$ cat config.mk
export PLATFORM = sky130hd
export DESIGN_NAME = i2s_dac_tx
export DESIGN_NICKNAME = d
export VERILOG_FILES = /design/src/rtl/i2s_dac_tx.sv
export SDC_FILE = /design/constraint.sdc
export NUM_CORES = 1
export LEC_CHECK = 0
export ABC_CLOCK_PERIOD_IN_PS = 4200
export CORE_MARGIN = 2
export CORE_UTILIZATION = 30
export CTS_CLUSTER_SIZE = 10
export DETAILED_ROUTE_END_ITERATION = 8
export PLACE_DENSITY = 0.55
export REMOVE_ABC_BUFFERS = 1
export SLEW_MARGIN = 15
export SYNTH_ARGS = -nofsm -noshare
export SYNTH_HDL_FRONTEND = slang
export SYNTH_SLANG_ARGS = --single-unit
$ cat constraint.sdc
create_clock -name clk -period 4.2 [get_ports clk]
set_input_delay 1.05 -clock clk [delete_from_list [all_inputs] [get_ports clk]]
set_output_delay 1.05 -clock clk [all_outputs]
set_load 0.01 [all_outputs]
$ cat src/rtl/i2s_dac_tx.sv
// Stereo I2S transmitter: per-channel sample FIFOs serialised MSB-first onto AUD_DACDAT,
// framed by the codec-mastered AUD_BCLK/AUD_DACLRCK which are oversampled on clk.
`timescale 1ns/1ps
module i2s_dac_tx #(
    parameter int unsigned DATA_WIDTH  = 32,
    parameter int unsigned SAMPLE_BITS = 24,
    parameter int unsigned FIFO_DEPTH  = 4
) (
    input  logic                  clk,
    input  logic                  reset,
    input  logic [DATA_WIDTH-1:0] left_data,
    input  logic                  left_valid,
    output logic                  left_ready,
    input  logic [DATA_WIDTH-1:0] right_data,
    input  logic                  right_valid,
    output logic                  right_ready,
    input  logic                  AUD_BCLK,
    input  logic                  AUD_DACLRCK,
    output logic                  AUD_DACDAT,
    output logic                  underflow_l,
    output logic                  underflow_r
);

    localparam int unsigned PTR_W = (FIFO_DEPTH > 1) ? $clog2(FIFO_DEPTH) : 1;
    localparam int unsigned CNT_W = (SAMPLE_BITS > 1) ? $clog2(SAMPLE_BITS) : 1;
    localparam logic [PTR_W:0] FULL_CNT = (PTR_W + 1)'(FIFO_DEPTH);

    localparam logic [1:0] ST_IDLE  = 2'd0;
    localparam logic [1:0] ST_DELAY = 2'd1;
    localparam logic [1:0] ST_SHIFT = 2'd2;
    localparam logic [1:0] ST_PAD   = 2'd3;

    // Pin synchronisers: [0],[1] metastability stages, bclk [2] is the edge history.
    logic [2:0] bclk_sync_q, bclk_sync_d;
    logic [1:0] lrck_sync_q, lrck_sync_d;
    logic       lrck_prev_q, lrck_prev_d;
    logic       bfall, lrck_now, lrc_edge;

    // Channel-indexed FIFO storage: index 0 = left, 1 = right.
    logic [1:0]             valid, push, pop;
    logic [1:0]             ready_q, ready_d;
    logic [SAMPLE_BITS-1:0] wdata [2];
    logic [SAMPLE_BITS-1:0] head  [2];
    logic [SAMPLE_BITS-1:0] mem_q [2][FIFO_DEPTH];
    logic [PTR_W-1:0]       wptr_q [2], wptr_d [2];
    logic [PTR_W-1:0]       rptr_q [2], rptr_d [2];
    logic [PTR_W:0]         count_q [2], count_d [2];

    logic [1:0]             state_q, state_d;
    logic                   chan_q, chan_d;
    logic [CNT_W-1:0]       cnt_q, cnt_d;
    logic [SAMPLE_BITS-1:0] shreg_q, shreg_d;
    logic [SAMPLE_BITS-1:0] word;
    logic                   dacdat_q, dacdat_d;
    logic [1:0]             uf_q, uf_d;

    assign bclk_sync_d = {bclk_sync_q[1:0], AUD_BCLK};
    assign lrck_sync_d = {lrck_sync_q[0], AUD_DACLRCK};
    assign bfall       = bclk_sync_q[2] & ~bclk_sync_q[1];
    assign lrck_now    = lrck_sync_q[1];
    assign lrc_edge    = lrck_now != lrck_prev_q;

    assign valid    = {right_valid, left_valid};
    assign wdata[0] = left_data[SAMPLE_BITS-1:0];
    assign wdata[1] = right_data[SAMPLE_BITS-1:0];
    assign push     = valid & ready_q;

    generate
        if (DATA_WIDTH > SAMPLE_BITS) begin : g_unused_hi
            logic unused_hi;
            assign unused_hi = ^{left_data[DATA_WIDTH-1:SAMPLE_BITS],
                                 right_data[DATA_WIDTH-1:SAMPLE_BITS]};
        end
    endgenerate

    always_comb begin
        for (int c = 0; c < 2; c++) begin
            head[c]    = mem_q[c][rptr_q[c]];
            wptr_d[c]  = wptr_q[c];
            rptr_d[c]  = rptr_q[c];
            if (push[c]) wptr_d[c] = wptr_q[c] + PTR_W'(1);
            if (pop[c])  rptr_d[c] = rptr_q[c] + PTR_W'(1);
            count_d[c] = count_q[c] + (PTR_W + 1)'(push[c]) - (PTR_W + 1)'(pop[c]);
            // Ready follows the registered count, so a pop never frees a slot same-cycle.
            ready_d[c] = count_d[c] != FULL_CNT;
        end
    end

    always_comb begin
        state_d     = state_q;
        chan_d      = chan_q;
        cnt_d       = cnt_q;
        shreg_d     = shreg_q;
        dacdat_d    = dacdat_q;
        lrck_prev_d = lrck_prev_q;
        uf_d        = 2'b00;
        pop         = 2'b00;
        word        = '0;
        if (bfall) begin
            lrck_prev_d = lrck_now;
            case (state_q)
                ST_IDLE: begin
                    dacdat_d = 1'b0;
                    if (lrc_edge && !lrck_now) begin
                        state_d = ST_DELAY;
                        chan_d  = 1'b0;
                    end
                end
                ST_DELAY: begin
                    if (count_q[chan_q] != '0) begin
                        pop[chan_q] = 1'b1;
                        word        = head[chan_q];
                    end else begin
                        uf_d[chan_q] = 1'b1;
                    end
                    dacdat_d = word[SAMPLE_BITS-1];
                    shreg_d  = word << 1;
                    cnt_d    = CNT_W'(SAMPLE_BITS - 1);
                    state_d  = ST_SHIFT;
                end
                default: begin
                    if (lrc_edge) begin
                        // New half-frame: any unsent LSBs of a short frame are dropped.
                        state_d  = ST_DELAY;
                        chan_d   = lrck_now;
                        dacdat_d = 1'b0;
                    end else if (state_q == ST_SHIFT && cnt_q != '0) begin
                        dacdat_d = shreg_q[SAMPLE_BITS-1];
                        shreg_d  = shreg_q << 1;
                        cnt_d    = cnt_q - CNT_W'(1);
                    end else begin
                        state_d  = ST_PAD;
                        dacdat_d = 1'b0;
                    end
                end
            endcase
        end
    end

    always_ff @(posedge clk or negedge reset) begin
        if (!reset) begin
            bclk_sync_q <= '0;
            lrck_sync_q <= '0;
            lrck_prev_q <= 1'b0;
            ready_q     <= 2'b00;
            for (int c = 0; c < 2; c++) begin
                wptr_q[c]  <= '0;
                rptr_q[c]  <= '0;
                count_q[c] <= '0;
            end
            state_q  <= ST_IDLE;
            chan_q   <= 1'b0;
            cnt_q    <= '0;
            shreg_q  <= '0;
            dacdat_q <= 1'b0;
            uf_q     <= 2'b00;
        end else begin
            bclk_sync_q <= bclk_sync_d;
            lrck_sync_q <= lrck_sync_d;
            lrck_prev_q <= lrck_prev_d;
            ready_q     <= ready_d;
            for (int c = 0; c < 2; c++) begin
                wptr_q[c]  <= wptr_d[c];
                rptr_q[c]  <= rptr_d[c];
                count_q[c] <= count_d[c];
            end
            state_q  <= state_d;
            chan_q   <= chan_d;
            cnt_q    <= cnt_d;
            shreg_q  <= shreg_d;
            dacdat_q <= dacdat_d;
            uf_q     <= uf_d;
        end
    end

    always_ff @(posedge clk) begin
        for (int c = 0; c < 2; c++) begin
            if (push[c]) mem_q[c][wptr_q[c]] <= wdata[c];
        end
    end

    assign left_ready  = ready_q[0];
    assign right_ready = ready_q[1];
    assign AUD_DACDAT  = dacdat_q;
    assign underflow_l = uf_q[0];
    assign underflow_r = uf_q[1];

endmodule
Word level (Yosys, flattened, before mapping)
Memories as Yosys holds them, arrays and structs flattened.
Cells that the tools add are included.

word-level totals
  flip-flop bits (word level) = 57
  memory bits (writable) = 192
  input bits = 70
  output and inout bits = 5
  logic and storage cells = 112
  memories = 1

cells by class
  add/sub/neg operators = 9
  magnitude comparators = 9
  equality and inequality tests = 8
  mux-type cells = 45
  bitwise operators = 10
  reductions and logical operators = 14

memories
  name   words  bits a word  read ports  clocked after Yosys merged registers in  wr ports  RTL line  source
  mem_q  2      96           2           0                                        2         44        logic [SAMPLE_BITS-1:0] mem_q [2][FIFO_DEPTH];

operators by type and width
  operator             count
  $mux 24              12
  $mux 96              2
  $bmux 24 s2          2
  $demux 24 s2         2
  $pmux 24 s2          1
  $mux 2               9
  $ge 3x3->1 const B   4
  $not 2->3            4
  $mux 5               2
  $pmux 5 s2           1
  $mux 3               3
  $add 2x1->2 const B  4
  $reduce_and 4->1     2
  $mux 1               7
  $add 3x1->3          2
  $lt 3x1->1 const B   2
  $ne 3x3->1 const B   2
  $sub 3x1->3          2
  $logic_and 1x1->1    5
  $reduce_bool 5->1    1
  $sub 5x1->5 const B  1
  $ne 4x2->1 const B   1
  $pmux 1 s2           2
  $pmux 2 s2           1
  other kinds (18)     21

Longest topological paths before layout
Gate-level depths: netlist of the first run.

  depth in word-level cells = 10
  gate-level depth with buffers = 12
  mapped depth without buffers = 9

Worst setup path after synthesis of the first run
No wires, ideal clock.

  path kind = register to register
  start = register state_q[1]
  end = register ready_q[0]
  library setup time = 0.125 ns
  arrival = 2.423 ns
  setup slack = 1.652 ns
  stages on the path, launching flop included = 13
  buffers on the path = 3
  period minus slack after synthesis = 2.548 ns
  cell sequence = dfrtp_1 > buf_2 > nand2b_1 > clkbuf_1 > nor4_4 > buf_2 > ha_1 > inv_1 > ha_1 > fa_1 > xnor2_1 > xnor2_1 > nand2_1

RTL lines
  what                      RTL line  source
  start: declaration        49        logic [1:0] state_q, state_d;
  start signal: assignment  167       state_q <= state_d;
  end signal: assignment    161       ready_q <= ready_d;
  end: declaration          41        logic [1:0] ready_q, ready_d;

Worst setup path after layout of the first run
  start = register cnt_q[0]
  end = register shreg_q[6]

on the way
  word-level cells in the longest chain between the ends = 4

RTL lines
  what                                RTL line  source
  start: declaration                  51        logic [CNT_W-1:0] cnt_q, cnt_d;
  start signal: assignment            169       cnt_q <= cnt_d;
  $reduce_bool 5->1                   127       end else if (state_q == ST_SHIFT && cnt_q != '0) begin
  $logic_and 1x1->1                   127
  $reduce_bool 2->1 (no source line)  --
  $reduce_and 4->1 (no source line)   --
  end signal: assignment              170       shreg_q <= shreg_d;
  end: declaration                    52        logic [SAMPLE_BITS-1:0] shreg_q, shreg_d;

No other way between the ends.
A chain may end at the register's enable or synchronous reset.

==> results of run 1 <==
-- power by group through the flow --
stage / Combinational [W] / Sequential [W] / Clock, W
detailed placement: 0.00151 / 0.00358 / 0
floorplan: 0.000976 / 0.00351 / 0
CTS: 0.00152 / 0.00353 / 0.00230
global placement: 0.00145 / 0.00354 / 0
finish: 0.00147 / 0.00352 / 0.00223
global route: 0.00163 / 0.00359 / 0.00240
-- logic make-up after synthesis --
logic type               after synthesis  share of synthesized area, %
buffers and inverters                 50                         2.601
multiplexers                          49                         11.06
flip-flops                           248                         72.68
AO/OA/AOI/OAI                         82                         5.418
XOR/XNOR                              13                         1.155
adder cells (fa/ha/maj)               17                         2.309
AND/OR/NAND/NOR                       91                         4.771
-- path summary, 6_finish.rpt --
check / cells after the start / start / slack [ps] / to
min in group asynchronous: 1 / reset / 590 / count_q[1]
worst min register to register: 0 / bclk_sync_q[0] / 350 / bclk_sync_q[1]
max in group asynchronous: 2 / reset / 2770 / rptr_q[0]
worst max register to register: 6 / cnt_q[0] / 1120 / shreg_q[6]
worst min-delay path: 0 / bclk_sync_q[0] / 350 / bclk_sync_q[1]
worst max-delay path: 6 / cnt_q[0] / 1120 / shreg_q[6]
-- layout by cell type, fill, tap and decap left out, drive strengths merged, types with 4 or more instances in the layout --
master	synthesis	routed
a22oi	10	10
buf	18	17
clkdlybuf4s50	0	57
ha	15	15
edfxtp	192	192
and3	20	20
mux4	48	48
nor2	11	11
nand2	39	39
xnor2	9	9
xor2	4	4
o21ai	25	25
a21oi	15	15
inv	19	21
o211ai	20	20
dfrtp	56	56
clkbuf	13	52
nor3	6	6
-- registers in the layout, indices dropped and copies added, names as in the netlist --
| name | flops |
|---|---|
| mem_q | 192 |
| shreg_q | 23 |
| count_q | 6 |
| cnt_q | 5 |
| rptr_q | 4 |
| wptr_q | 4 |
| bclk_sync_q | 3 |
| lrck_sync_q | 2 |
| ready_q | 2 |
| state_q | 2 |
| uf_q | 2 |
| AUD_DACDAT | 1 |
| chan_q | 1 |
| lrck_prev_q | 1 |
-- per-layer routing --
| metal | global-route usage, % | vias to the layer above | part of all wire [%] |
|---|---|---|---|
| met5 | 0 | - | 0 |
| met4 | 3.397 | 0 | 2.5 |
| met3 | 2.222 | 41 | 3.7 |
| met2 | 21.33 | 91 | 52 |
| met1 | 14.34 | 2648 | 42 |
| li1 | - | 2294 | - |
-- metrics by stage --
stage | hold WS (ps) | util, % | instance area (um2) | cells | setup WS, ps
floorplan | 331.2 | - | 9676 | 519 | 1391
global placement | 346.4 | 33.66 | 10920 | 1035 | 1313
detailed placement | 340.2 | 33.66 | 10920 | 1035 | 1181
CTS | 357.7 | 36.28 | 11770 | 1089 | 1157
global route | 370.2 | 36.29 | 11780 | 1089 | 896.1
finish | 351.6 | 36.29 | 11780 | 1089 | 1118
-- final cells by class --
cell class | instances | share of cell area [%]
Inverter | 19 | 0.6056
Tap cell | 442 | 4.696
Sequential cell | 248 | 60.89
Clock inverter | 2 | 0.2231
Clock buffer | 52 | 6.980
Multi-Input combinational cell | 252 | 20.70
Timing Repair Buffer | 74 | 5.907
==> results.py, run 1 <==
metrics = {
    "timing": {
        "fmax_ghz": 0.3245,
        "slew-limit-headroom_pct": 35.19,
        "finalCriticalPeriod_ps": 3082,
        "fin_skew_ps": 10.77,
        "finalHoldViolations": 0,
        "finalSetupViolations": 0,
        "tightest_slew_ps": 966.8,
        "slew_violations": 0,
        "fin_crit_sh_pct": 73.37,
        "rsz0062_at_grt": "false",
        "tns_ps": 0,
    },
    "yosys": {
        "ys_top_cells_by_area": "edfxtp_1 (58%), dfrtp_1 (14%), mux4_2 (11%), ha_1 (1.9%), nand2_1 (1.5%)",
        "ys_warn_count": 0,
        "ys_top_cells_by_count": "edfxtp_1 (192), dfrtp_1 (56), mux4_2 (48)",
        "yosys.cell_count.top_type": "edfxtp_1",
        "synthFlopType": "edfxtp_1",
        "synthArstFlopShare_pct": 22.58,
        "synth-edff-count": 192,
        "netlist.area_leader.share_pct": 58.47,
        "ys_ff_latch": 248,
        "synth_top_cell_by_area": "edfxtp_1",
        "yosysUniqueCellTypes": 44,
        "syn-cell-area_um2": 9861,
        "syn_avg_cell_area_um2": 17.93,
        "ys_seq_area_share_pct": 72.68,
        "netlist_instances": 550,
    },
    "route": {
        "first_pass_iters": 4,
        "wl_per_cell_um": 18.24,
        "vias": 5074,
        "drc": 0,
        "ant_nets": 0,
        "via_per_inst": 4.659,
        "drt_iter0_drc": 370,
        "wirelength_mm": 19.86,
    },
    "run": {
        "drv_cap": 0,
    },
    "critical_path": {
        "arrival_ps": 3460,
        "path_class": "reg -> reg",
        "critPathTopFamily": "simple AND/OR/NAND/NOR gates",
        "slowest_stage": "nand2b_1",
        "critPathCaptureType": "flip-flop",
        "max_stage_delay_ps": 840,
        "worstPathCellList": "inv_1 > ha_1 > or4b_4 > a21oi_2 > nand2b_1 > o211ai_1",
        "cp.buffers_inverters": 1,
        "crit_required_ps": 4580,
        "cp-start-kind": "flip-flop",
        "crit_fanout": 24,
    },
    "final_layout": {
        "fin_nets": 711,
        "antenna_cells": 0,
        "multi_input_comb_area_um2": 2437,
        "n_fill_cell": 3024,
        "area_delta_synth_final_pct": 19.43,
        "drive_above_1_share_pct": 16.38,
        "seqCellArea_um2": 7171,
    },
    "clocking": {
        "post_cts_buffers": 0,
        "htree_levels": 1,
        "worstSkewPairLatency_ps": 550,
        "cts_resized": 0,
        "holdBufCountCts": 0,
        "clock-root-buffer": "clkbuf_16",
        "cts_buffers": 29,
        "cts_tree": "yes",
        "cts_buffer_depth": 3,
        "path_clk_slew_ps": 60,
        "clock_sinks": 248,
    },
    "global_route": {
        "grt_pass1_vias": 5637,
        "grt_overflow": 0,
        "grt_max_degree": 35,
        "grt_antenna_before_repair": 0,
        "track_usage_pct": 11.82,
        "grt_pass1_wl_mm": 31.11,
    },
    "pwr": {
        "p_total_w": 0.007229,
        "p_switching_w": 0.002012,
        "intPower_w": 0.005217,
        "vdd_drop_max_mv": 0.3515,
        "comb_power_share_pct": 20.4,
        "swShare_pct": 27.83,
        "seq_power_share_pct": 48.8,
        "p_leak_nw": 4.036,
        "clock_power_share_pct": 30.9,
        "p_per_area_nw_per_um2": 613.9,
    },
    "floorplanning": {
        "io_pins": 75,
        "die_x_um": 185.3,
        "fp.dieH_um": 185.3,
        "rows": 66,
        "die_area_um2": 34340,
        "start_util_pct": 30.38,
        "coreArea_um2": 32450,
    },
    "placement": {
        "dp_hpwl_mm": 12.78,
        "numPortBuffers": 58,
        "gp_congestion": 0.7745,
    },
    "worst_hold_path": {
        "hold_path_class": "reg -> reg",
    },
    "run_status": {
        "status": "finished clean",
    },
}
Power figures use the tool's default switching activity.
==> inputs of run 2 (changes only) <==
--- a/config.mk
+++ b/config.mk
@@ -5,7 +5,7 @@
 export SDC_FILE = /design/constraint.sdc
 export NUM_CORES = 1
 export LEC_CHECK = 0
-export ABC_CLOCK_PERIOD_IN_PS = 4200
+export ABC_CLOCK_PERIOD_IN_PS = 3200
 export CORE_MARGIN = 2
 export CORE_UTILIZATION = 30
 export CTS_CLUSTER_SIZE = 10
==> constraint.sdc (replaced) <==
create_clock -name clk -period 3.2 [get_ports clk]
set_input_delay 0.8 -clock clk [delete_from_list [all_inputs] [get_ports clk]]
set_output_delay 0.8 -clock clk [all_outputs]
set_load 0.01 [all_outputs]
==> run 2 against run 1 <==
Effect of this change:
- maximum frequency rose by 22%
- global-route usage rose by 0.073 points
- non-clock buffer count rose by 8
- count of clock-buffer cells in the layout rose by 1
- clock power rose by 33%
- largest cell class unchanged
- highest routed layer unchanged
==> results.py, run 2 (synthesis gave the netlist of run 1 again) <==
metrics = {
    "placement": {
        "numPortBuffers": 58,
        "gp_congestion": 0.7558,
        "dp_hpwl_mm": 12.75,
        "placed_cell_area_um2": 10980,
    },
    "global_route": {
        "track_usage_pct": 11.89,
        "grt_max_degree": 48,
        "grt_pass1_vias": 5532,
        "grt_antenna_before_repair": 0,
        "grt_overflow": 0,
        "grt_pass1_wl_mm": 31.33,
    },
    "critical_path": {
        "slowest_stage": "dfrtp_1",
        "crit_required_ps": 3620,
        "max_stage_delay_ps": 420,
        "rr_worst_depth": 10,
        "crit_fanout": 16,
        "arrival_ps": 2950,
        "cp.buffers_inverters": 3,
        "critPathCaptureType": "flip-flop",
        "critPathTopFamily": "adder cells",
        "r2r-end": "ready_q[1]",
        "reg2reg_from": "count_q[1]",
        "r2r_setup_slack_ps": 670,
        "cp-start-kind": "flip-flop",
        "path_class": "reg -> reg",
        "worstPathCellList": "o31a_1 > buf_4 > and3_1 > buf_4 > ha_1 > inv_1 > ha_1 > fa_1 > xnor2_1 > nand2_1",
    },
    "route": {
        "first_pass_iters": 4,
        "vias": 5123,
        "via_per_inst": 4.666,
        "ant_nets": 0,
        "wirelength_mm": 19.66,
        "drc": 0,
        "wl_per_cell_um": 17.91,
        "drt_iter0_drc": 378,
    },
    "timing": {
        "slew_violations": 0,
        "fin_crit_sh_pct": 79.06,
        "slew-limit-headroom_pct": 39.15,
        "finalHoldViolations": 0,
        "finalCriticalPeriod_ps": 2530,
        "tns_ps": 0,
        "rsz0062_at_grt": "false",
        "fmax_ghz": 0.3953,
        "finalSetupViolations": 0,
        "fin_skew_ps": 10.62,
        "holdWs_ps": 265.1,
        "tightest_slew_ps": 900.0,
    },
    "pwr": {
        "p_leak_nw": 4.085,
        "vdd_drop_max_mv": 0.3992,
        "swShare_pct": 27.70,
        "intPower_w": 0.006903,
        "p_switching_w": 0.002645,
        "clock_power_share_pct": 31.0,
        "seq_power_share_pct": 47.8,
        "comb_power_share_pct": 21.3,
        "p_total_w": 0.009548,
        "p_per_area_nw_per_um2": 806.1,
    },
    "final_layout": {
        "fin_area_um2": 11850,
        "largest_reg_flops": 192,
        "n_fill_cell": 2997,
        "layout_common_cells": "edfxtp_1 (192), clkdlybuf4s50_1 (57), dfrtp_1 (56)",
        "fin_nets": 719,
        "area_delta_synth_final_pct": 20.12,
        "layout_commonest_cell": "edfxtp_1",
        "drive_above_1_share_pct": 16.95,
    },
    "floorplanning": {
        "start_util_pct": 30.38,
        "fp.dieH_um": 185.3,
        "rows": 66,
        "die_area_um2": 34340,
        "die_x_um": 185.3,
        "coreArea_um2": 32450,
        "io_pins": 75,
    },
    "clocking": {
        "cts_buffers": 29,
        "cts_resized": 0,
        "post_cts_buffers": 0,
        "htree_levels": 1,
        "cts_tree": "yes",
        "worstSkewPairLatency_ps": 550,
        "clock-root-buffer": "clkbuf_16",
        "holdBufCountCts": 0,
        "path_clk_slew_ps": 60,
        "clock_sinks": 248,
        "cts_buffer_depth": 3,
    },
    "worst_hold_path": {
        "hold_path_class": "in -> async",
    },
    "run": {
        "drv_cap": 0,
    },
    "run_status": {
        "status": "finished clean",
    },
}
==> run 2: how the worst max path moves through the flow <==
stage / from / to / slack [ps] / cells past startpoint
floorplan: state_q[1] / ready_q[0] / 390 / 9
finish: count_q[1] / ready_q[1] / 670 / 10
global placement: left_valid / ready_q[0] / 650 / 8
CTS: count_q[1] / ready_q[1] / 650 / 10
detailed placement: left_valid / ready_q[0] / 550 / 8
global route: state_q[1] / ready_q[0] / 460 / 10
==> run 2: layer usage <==
layer	track usage [%]	part of all wire, %	wire length (um)	vias up
li1	-	-	-	2316
met1	14.59	42	8207	2669
met2	21.58	53	10340	107
met3	2.222	3.6	706	31
met4	2.794	2.1	406	0
met5	0	0	0	-
==> run 2: power by group through the flow <==
stage | clock, W | sequential (W) | combinational, W
floorplan | 0 | 0.00461 | 0.00128
global placement | 0 | 0.00457 | 0.00201
detailed placement | 0 | 0.00463 | 0.00207
CTS | 0.00304 | 0.00457 | 0.00209
global route | 0.00318 | 0.00464 | 0.00227
finish | 0.00296 | 0.00456 | 0.00203
==> run 2: area by class of cell <==
| type | instances | area, um2 | share of cell area (%) |
|---|---|---|---|
| Multi-Input combinational cell | 252 | 2437 | 20.58 |
| Tap cell | 442 | 553.0 | 4.669 |
| Inverter | 19 | 71.32 | 0.6021 |
| Sequential cell | 248 | 7167 | 60.50 |
| Antenna cell | 1 | 2.502 | 0.02113 |
| Clock inverter | 1 | 20.02 | 0.1690 |
| Timing Repair Buffer | 82 | 758.2 | 6.401 |
| Clock buffer | 53 | 835.8 | 7.056 |
==> run 2: per-stage QoR <==
step	utilization, %	std cells	worst slack, ps
floorplan	-	519	391.3
global placement	33.85	1043	649.8
detailed placement	33.85	1043	546.5
CTS	36.48	1097	646.2
global route	36.49	1097	464.1
finish	36.50	1098	670.2
==> inputs of run 3 (changes only) <==
--- a/config.mk
+++ b/config.mk
@@ -5,7 +5,7 @@
 export SDC_FILE = /design/constraint.sdc
 export NUM_CORES = 1
 export LEC_CHECK = 0
-export ABC_CLOCK_PERIOD_IN_PS = 3200
+export ABC_CLOCK_PERIOD_IN_PS = 2600
 export CORE_MARGIN = 2
 export CORE_UTILIZATION = 30
 export CTS_CLUSTER_SIZE = 10
==> constraint.sdc (replaced) <==
create_clock -name clk -period 2.6 [get_ports clk]
set_input_delay 0.65 -clock clk [delete_from_list [all_inputs] [get_ports clk]]
set_output_delay 0.65 -clock clk [all_outputs]
set_load 0.01 [all_outputs]
==> run 3 against run 2 <==
Effect of this change:
- maximum frequency grew 13%
- global-route usage is 0.14 points lower
- die area unchanged
- design area rose by 0.30%
- critical path depth down 2
- final cell count rose by 0.18%
- non-clock buffer count grew 3
- via count about the same
- worst hold slack lost 160 ps
- combinational power increased by 29%
- critical endpoint unchanged
- highest routed layer unchanged
==> results.py, run 3 (synthesis gave the netlist of run 1 again) <==
metrics = {
    "run_status": {
        "status": "finished clean",
    },
    "timing": {
        "tns_ps": 0,
        "finalHoldViolations": 0,
        "slew-limit-headroom_pct": 52.79,
        "finalCriticalPeriod_ps": 2230,
        "holdWs_ps": 108.7,
        "fmax_ghz": 0.4484,
        "tightest_slew_ps": 698.4,
        "rsz0062_at_grt": "false",
        "slew_violations": 0,
        "fin_skew_ps": 12.35,
        "finalSetupViolations": 0,
        "fin_crit_sh_pct": 85.77,
        "setup_ws_ps": 370.0,
    },
    "global_route": {
        "grt_max_degree": 35,
        "track_usage_pct": 11.75,
        "grt_pass1_wl_mm": 31.00,
        "grt_pass1_vias": 5632,
        "grt_overflow": 0,
        "grt_antenna_before_repair": 0,
    },
    "pwr": {
        "comb_power_share_pct": 22.1,
        "swShare_pct": 27.79,
        "p_switching_w": 0.003274,
        "p_leak_nw": 4.108,
        "intPower_w": 0.008506,
        "p_per_area_nw_per_um2": 991.5,
        "vdd_drop_max_mv": 0.4676,
        "clock_power_share_pct": 30.6,
        "seq_power_share_pct": 47.3,
    },
    "final_layout": {
        "layout_commonest_cell": "edfxtp_1",
        "fin_area_um2": 11880,
        "drive_above_1_share_pct": 17.48,
        "fin_nets": 722,
        "largest_reg_flops": 192,
        "area_delta_synth_final_pct": 20.48,
        "final_util_pct": 36.61,
        "layout_common_cells": "edfxtp_1 (192), clkdlybuf4s50_1 (57), dfrtp_1 (56)",
        "antenna_cells": 0,
    },
    "route": {
        "wl_per_cell_um": 17.73,
        "via_per_inst": 4.654,
        "first_pass_iters": 5,
        "wirelength_mm": 19.50,
        "ant_nets": 0,
        "vias": 5119,
        "drt_iter0_drc": 466,
        "drc": 0,
    },
    "floorplanning": {
        "io_pins": 75,
        "rows": 66,
        "fp.dieH_um": 185.3,
        "coreArea_um2": 32450,
        "die_x_um": 185.3,
        "die_area_um2": 34340,
        "start_util_pct": 30.38,
    },
    "clocking": {
        "clock-root-buffer": "clkbuf_16",
        "clock_sinks": 248,
        "cts_resized": 0,
        "worstSkewPairLatency_ps": 540,
        "post_cts_buffers": 0,
        "cts_buffer_depth": 3,
        "htree_levels": 1,
        "holdBufCountCts": 0,
        "cts_tree": "yes",
        "cts_buffers": 29,
        "path_clk_slew_ps": 60,
    },
    "critical_path": {
        "r2r_setup_slack_ps": 370,
        "rr_worst_depth": 8,
        "r2r-end": "ready_q[1]",
        "crit_required_ps": 3020,
        "path_class": "reg -> reg",
        "reg2reg_from": "count_q[1]",
        "crit_fanout": 4,
        "cp-start-kind": "flip-flop",
        "critPathCaptureType": "flip-flop",
        "arrival_ps": 2650,
    },
    "placement": {
        "dp_hpwl_mm": 12.72,
        "gp_congestion": 0.7619,
        "placed_cell_area_um2": 11030,
        "place_ws_ps": 141.7,
        "numPortBuffers": 58,
    },
    "worst_hold_path": {
        "hold_path_class": "in -> async",
    },
    "run": {
        "drv_cap": 0,
    },
}
## run 3: changes by cell type in the layout (fill, tap and decap cells not counted), sizes merged
cell	before	now
diode	1	0
buf	25	28
clkbuf	53	51
clkinv	0	2
## run 3: final cells by class
cell class              count  area, um2
repair buffers             85      803.3
inverters                  19      71.32
well taps                 442      553.0
flip-flops and latches    248       7167
fillers                  2993      20570
clock buffers              51      818.3
multi-input cells         252       2437
clock inverters             3      30.03
## run 3: power groups by stage
stage / Sequential, W / Clock, W / Combinational (W)
after CTS: 0.00557 / 0.00371 / 0.00267
after detailed placement: 0.00565 / 0 / 0.00266
after global routing: 0.00565 / 0.00388 / 0.00288
after global placement: 0.00558 / 0 / 0.00258
after floorplan: 0.00568 / 0 / 0.00158
final: 0.00557 / 0.00361 / 0.00261
## run 3: per-layer routing
| metal | share of wire, % | up-vias | GRT usage, % |
|---|---|---|---|
| met5 | 0 | - | 0 |
| met4 | 2.3 | 0 | 3.175 |
| met3 | 4.0 | 36 | 2.163 |
| met2 | 52 | 123 | 21.00 |
| met1 | 41 | 2640 | 14.54 |
| li1 | - | 2320 | - |
## run 3: how the worst max path moves through the flow
stage                    from  slack (ps)  cells past startpoint          to
3_5_place_dp       left_valid         140                      8  ready_q[0]
5_1_grt        bclk_sync_q[1]         220                      9  ready_q[0]
4_1_cts            count_q[3]         360                     10  ready_q[0]
6_report           count_q[1]         370                      8  ready_q[1]
2_1_floorplan      state_q[1]        -210                      9  ready_q[0]
3_3_place_gp       left_valid         190                      8  ready_q[0]
## run 3: critical path, stage by stage, from the launching register on
cell and delay [ps]:
dfrtp_1 420, o31a_1 320, and3_1 220, ha_1 280
inv_1 30, ha_1 180, fa_1 390, xnor2_1 210
nand2_1 70
## run 3: through the flow
stage	total power [W]	cells
final	0.01178	1100
after global routing	0.01241	1100
after CTS	0.01196	1100
after detailed placement	0.008307	1046
after global placement	0.008162	1046
after floorplan	0.007254	519
==> RTL change 1 (flow settings as in run 3) <==
The parameter `FIFO_DEPTH` goes from 4 to 16.
--- a/src/rtl/i2s_dac_tx.sv
+++ b/src/rtl/i2s_dac_tx.sv
@@ -4,7 +4,7 @@
 module i2s_dac_tx #(
     parameter int unsigned DATA_WIDTH  = 32,
     parameter int unsigned SAMPLE_BITS = 24,
-    parameter int unsigned FIFO_DEPTH  = 4
+    parameter int unsigned FIFO_DEPTH  = 16
 ) (
     input  logic                  clk,
     input  logic                  reset,
Check against the original RTL: not equivalent (Yosys sat finds a counterexample within 10 cycles, from zero or initial values and one cycle with reset low).
==> RTL change 1 against run 3 <==
  * The flow now finishes with violations (setup timing)
  * Highest routed layer is now met5
  * Largest power group unchanged
  * Design area grew to 3.3 times the old value
  * Power grew to 3.4 times the old value
  * Routed wire length grew to 4.0 times the old value
  * Critical path depth grew 3
  * Sequential cell count grew 588
  * Area after synthesis grew to 3.3 times the old value
  * Setup slack lost 0.55 ns
==> RTL change 1: results (changes against run 3) <==
Outcome
  – Status: finished, violations left
  – Violated checks: setup timing

Synthesis
  – Post-synth EDFFs: 768 (+300%)
  – Most used DFF post-synth: edfxtp_1
  – Sequential share of the synthesized area: 76.0% (+3.3 points)
  – Unique cell type count in the Yosys netlist: 58 (+32%)
  – Post-synth top cells: edfxtp_1 (768), mux4_2 (187), dfrtp_1 (68), mux2i_1 (52), nand2_1 (51)
  – Synth area leaders: edfxtp_1 (71%), mux4_2 (13%), dfrtp_1 (5.2%)
  – Async S/R FF share, synth: 8.13% (-14 points)
  – Yosys Warn Count: 0 (unchanged)
  – Cells after synthesis: 1603 (+190%)

Place
  – Placed inst area: 36700 um^2 (+230%)
  – Post-DP HPWL: 47600 um (+270%)
  – Buffers on Ports: 58 (unchanged)
  – Placed cells: 3156 (+200%)
  – Gpl congestion: 0.754 (-1.1%)

Final layout
  – Fillers: 9665 (+220%)
  – Final #Nets: 1965 (+170%)
  – Share of layout cells above drive strength 1: 28.8% (+11 points)
  – # diodes: 0 (unchanged)
  – Layout Cells excl Fill: 3306 (+200%)
  – Max reg flops: 768 (+300%)
  – FF+latch area: 24800 um^2 (+250%)

Critical path
  – Critical path arrival: 3.30 ns (+0.65 ns)
  – Critical path launch point: count_q[3]
  – Critical path peak fanout: 2 (-2)

STA
  – Sum Neg Setup Slack: -0.279 ns (-0.279 ns)
  – Worst Setup Slack, final: -0.178 ns (-0.548 ns)
  – Max-slew violations: 0 (unchanged)
  – Final setup fails: 2 (+2)
  – Clock skew: 0.0180 ns (+0.00570 ns)
  – Slew margin rel.: 40.2% (-13 points)

Drt
  – Iteration-0 DRC Markers: 1263 (+170%)
  – Vias: 16197 (+220%)
  – Final wirelength: 77300 um (+300%)
  – Pre-antenna DRT Iters: 5 (unchanged)

GRT
  – Vias in the first global route: 17125 (+200%)
  – Initial antenna violation count: 8 (+8)
  – GRT Total Usage: 13.9% (+2.2 points)
  – Global-route wire length before repair: 114000 um (+270%)
  – Largest net degree at the start of global routing: 69 (+97%)

Clock tree
  – Longest Clk Path Bufs: 3 (unchanged)
  – H-tree levels: 3 (+2)
  – CTS buffer count: 93 (+220%)
  – Clk Tree Root Cell: clkbuf_16
  – Reg clk slew, reported paths: 0.06 ns (about the same)
  – Clock latency on the worst-skew pair: 0.65 ns (+0.11 ns)

Power
  – Pleak: 12.8 nW (+210%)
  – Max VDD drop: 0.510 mV (+9.1%)
  – Pint: 28.2 mW (+230%)

Hold path
  – Hold Crit Class: primary input to async pin
RTL change 1: cell types whose count changed after synthesis, moves of 16 or more:
cell and change:
a21oi_1 +20, and2_1 +17, buf_2 +30, edfxtp_1 +576, inv_1 +16, mux2i_1 +51, mux4_2 +139, nor2_1 +32
nor3_1 +28, nor4_1 +16, o21ai_1 +24, o22ai_1 +29
RTL change 1: cells by family (layout without fill, tap and decap cells):
group           count (synthesis)  in the layout  share of synthesized area (%)
mux                           245            245                           14.7
fa+ha+maj                      24             24                          0.967
simple gates                  210            210                           3.22
compound gates                151            151                           2.94
xor+xnor                       23             23                          0.618
buf+inv                       114            414                           1.54
flops                         836            836                           76.0
RTL change 1: critical path: stages (launching register included):
cell      delay (ns)
dfrtp_1         0.40
or4_4           0.53
o211ai_1        0.25
inv_2           0.09
ha_4            0.23
inv_4           0.05
ha_4            0.12
inv_2           0.04
fa_2            0.53
inv_2           0.06
nor4_4          0.28
nand2_1         0.08
RTL change 1: metrics by stage:
| stage | power [mW] | worst slack, ns |
|---|---|---|
| 2_1_floorplan | 23.2 | -1.86 |
| 3_5_place_dp | 27.9 | -0.381 |
| 5_1_grt | 41.2 | -0.304 |
| 6_report | 39.5 | -0.178 |
| 3_3_place_gp | 27.6 | -0.292 |
| 4_1_cts | 39.7 | -0.167 |
RTL change 1: timing repair:
item	CTS	global route
endpoints found under the hold margin	0	0
resized for setup	30	10
buffers inserted	20	11
pin swaps	21	16
endpoints found under the setup margin	5	18
RTL change 1: worst paths after layout:
kind / to / cells past startpoint / slack, ns
max in group asynchronous: rptr_q[4] / 1 / 1.80
worst min register to register: bclk_sync_q[1] / 0 / 0.35
worst max-delay path: ready_q[1] / 11 / -0.18
min in group clk: bclk_sync_q[1] / 0 / 0.35
worst min-delay path: ready_q[0] / 1 / 0.12
worst max register to register: ready_q[1] / 11 / -0.18
RTL change 1: layout make-up:
cell class / count / share of cell area (%)
multi-input combinational: 653 / 19.2
inverter: 37 / 0.357
sequential: 836 / 62.6
clock buffer: 122 / 6.26
timing repair buffer: 250 / 6.93
clock inverter: 5 / 0.240
tap: 1403 / 4.43
RTL change 1: power by group through the flow:
stage / logic [mW] / registers, mW / clock network (mW)
2_1_floorplan: 5.21 / 17.9 / 0
3_3_place_gp: 10.1 / 17.5 / 0
3_5_place_dp: 10.2 / 17.6 / 0
4_1_cts: 10.6 / 17.4 / 11.8
5_1_grt: 11.5 / 17.5 / 12.2
6_report: 10.7 / 17.3 / 11.5
RTL change 1: layer usage:
metal  vias up  GRT usage (%)  part of all wire, %
met3       110           2.27                  4.9
met2       393           23.0                   49
met4         8           4.64                  2.7
li1       7070              -                    -
met5         -              0                0.066
met1      8616           18.7                   43
==> RTL change 2 (settings of run 3) <==
Made on the original files. Reset style: synchronous (`reset`), changed in one clocked block.
--- a/src/rtl/i2s_dac_tx.sv
+++ b/src/rtl/i2s_dac_tx.sv
@@ -137,7 +137,7 @@
         end
     end
 
-    always_ff @(posedge clk or negedge reset) begin
+    always_ff @(posedge clk) begin
         if (!reset) begin
             bclk_sync_q <= '0;
             lrck_sync_q <= '0;
Function: differs if reset is asserted again (counterexample within 4 cycles, from zero or initial values and one cycle with reset low); with reset held inactive, the same outputs for 10 cycles.
==> RTL change 2 against run 3 <==
  * Setup slack got worse by 0.17 ns
  * Via count rose by 12%
  * Clock skew rose by 0.0062 ns
  * Sequential cell count rose by 1
  * Routed wire length rose by 8.2%
  * Hold slack improved by 0.33 ns
  * Design area rose by 3.0%
  * Core utilization rose by 0.16 points
  * Area after synthesis rose by 2.1%
  * Final cell count rose by 11%
  * Maximum frequency fell by 7.1%
  * Critical path type unchanged
Power is not compared: it rests on default switching activity, and its combinational part moved more than twofold at a synthesized area within 25%.
==> RTL change 2: results (changes against run 3) <==
Outcome
  – Status: finished clean

Critical path
  – Reg2reg path depth: 9 (+1)
  – Critical path arrival: 2.82 ns (+0.17 ns)
  – Worst R2R Start: count_q[0][0]
  – R2r endpoint: ready_q[1]
  – R2R Setup Slk: 0.20 ns (-0.17 ns)
  – Largest delay share family, worst path: adder cells
  – Worst path slowest cell: nor4_2

GRT
  – Global-route wire length before repair: 33000 um (+6.4%)
  – Largest net degree at the start of global routing: 46 (+31%)
  – Grt met2 use: 20.8% (-0.23 points)
  – Initial antenna violation count: 1 (+1)
  – Vias in the first global route: 5901 (+4.8%)
  – GRT Total Usage: 12.0% (+0.24 points)
  – Met1 capacity usage during global routing: 15.2% (+0.71 points)
  – M3 GR Usage: 2.14% (-0.024 points)

Drt
  – Met3 WL post-DR: 754 um (-4.2%)
  – WL/cell: 17.3 um (-2.3%)
  – Pre-antenna DRT Iters: 4 (-1)
  – WL met2: 10600 um (+4.1%)
  – Max layer used: met4
  – Iteration-0 DRC Markers: 382 (-18%)
  – Vias: 5714 (+12%)
  – Met1 WL: 9180 um (+13%)

Place
  – Gpl congestion: 0.729 (-4.4%)
  – Placed inst area: 11400 um^2 (+3.0%)
  – Post-DP HPWL: 12800 um (+0.99%)
  – Dpl ws: 0.0947 ns (-0.0470 ns)
  – Buffers on Ports: 58 (unchanged)

Synthesis
  – Xor/xnor share of the synthesized area: 0.783% (-0.37 points)
  – Synth area leaders: edfxtp_1 (57%), dfxtp_1 (11%), mux2i_1 (9.0%)
  – Unique cell type count in the Yosys netlist: 49 (+11%)
  – Sequential share of the synthesized area: 68.6% (-4.1 points)
  – Post-synth EDFFs: 192 (unchanged)
  – Compound-Gate Fraction of Synth Area: 9.65% (+4.2 points)
  – Post-synth top cells: edfxtp_1 (192), mux2i_1 (91), dfxtp_1 (57), o22ai_1 (45), o21ai_0 (26)
  – Mux contribution to synthesized area: 10.1% (-1.0 points)
  – Most used DFF post-synth: edfxtp_1
  – Cells after synthesis: 669 (+22%)
  – Synth Area in Adders: 2.26% (-0.048 points)
  – Async S/R FF share, synth: 0% (-23 points)

Final layout
  – Share of layout cells above drive strength 1: 10.7% (-6.8 points)
  – Final #Nets: 833 (+15%)
  – Layout Cells excl Fill: 1218 (+11%)

STA
  – Hold slack: 0.438 ns (+0.330 ns)
  – Slew margin rel.: 71.5% (+19 points)
  – Clock skew: 0.0185 ns (+0.00616 ns)
  – Final Critical Period: 2.40 ns (+0.171 ns)

Hold path
  – Worst hold path endpoint: bclk_sync_q[1]
  – Hold Crit Class: flop to flop

Power
  – Max VDD drop: approximately 0.54 mV

Clock tree
  – Clk Tree Root Cell: clkbuf_16
RTL change 2: changes by cell type after synthesis, sizes merged, moves of 13 or more:
cell | run 3 | this run
nand2 | 39 | 14
o211ai | 20 | 1
nor3 | 6 | 25
mux4 | 48 | 4
a21oi | 15 | 2
o22ai | 0 | 45
dfxtp | 0 | 57
mux2i | 1 | 91
o21a | 0 | 23
dfrtp | 56 | 0
o221a | 0 | 22
and2 | 0 | 16
RTL change 2: power breakdown:
group / internal, mW / switching (mW)
Sequential: 4.40 / 0.0373
Clock: 2.20 / 1.52
Combinational: 0.178 / 0.194
Total: 6.77 / 1.75
RTL change 2: cell type report:
cell class              instances  area [um^2]
fillers                      3217        21000
repair buffers                 88          926
diodes                          1         2.50
clock inverters                 3         56.3
multi-input cells             360         2910
flip-flops and latches        249         6910
well taps                     448          561
clock buffers                  51          808
inverters                      18         67.6
RTL change 2: repair_timing:
item / in CTS / in global routing
hold buffers: 0 / 0
resized for setup: 0 / 1
setup endpoints to repair: 0 / 2
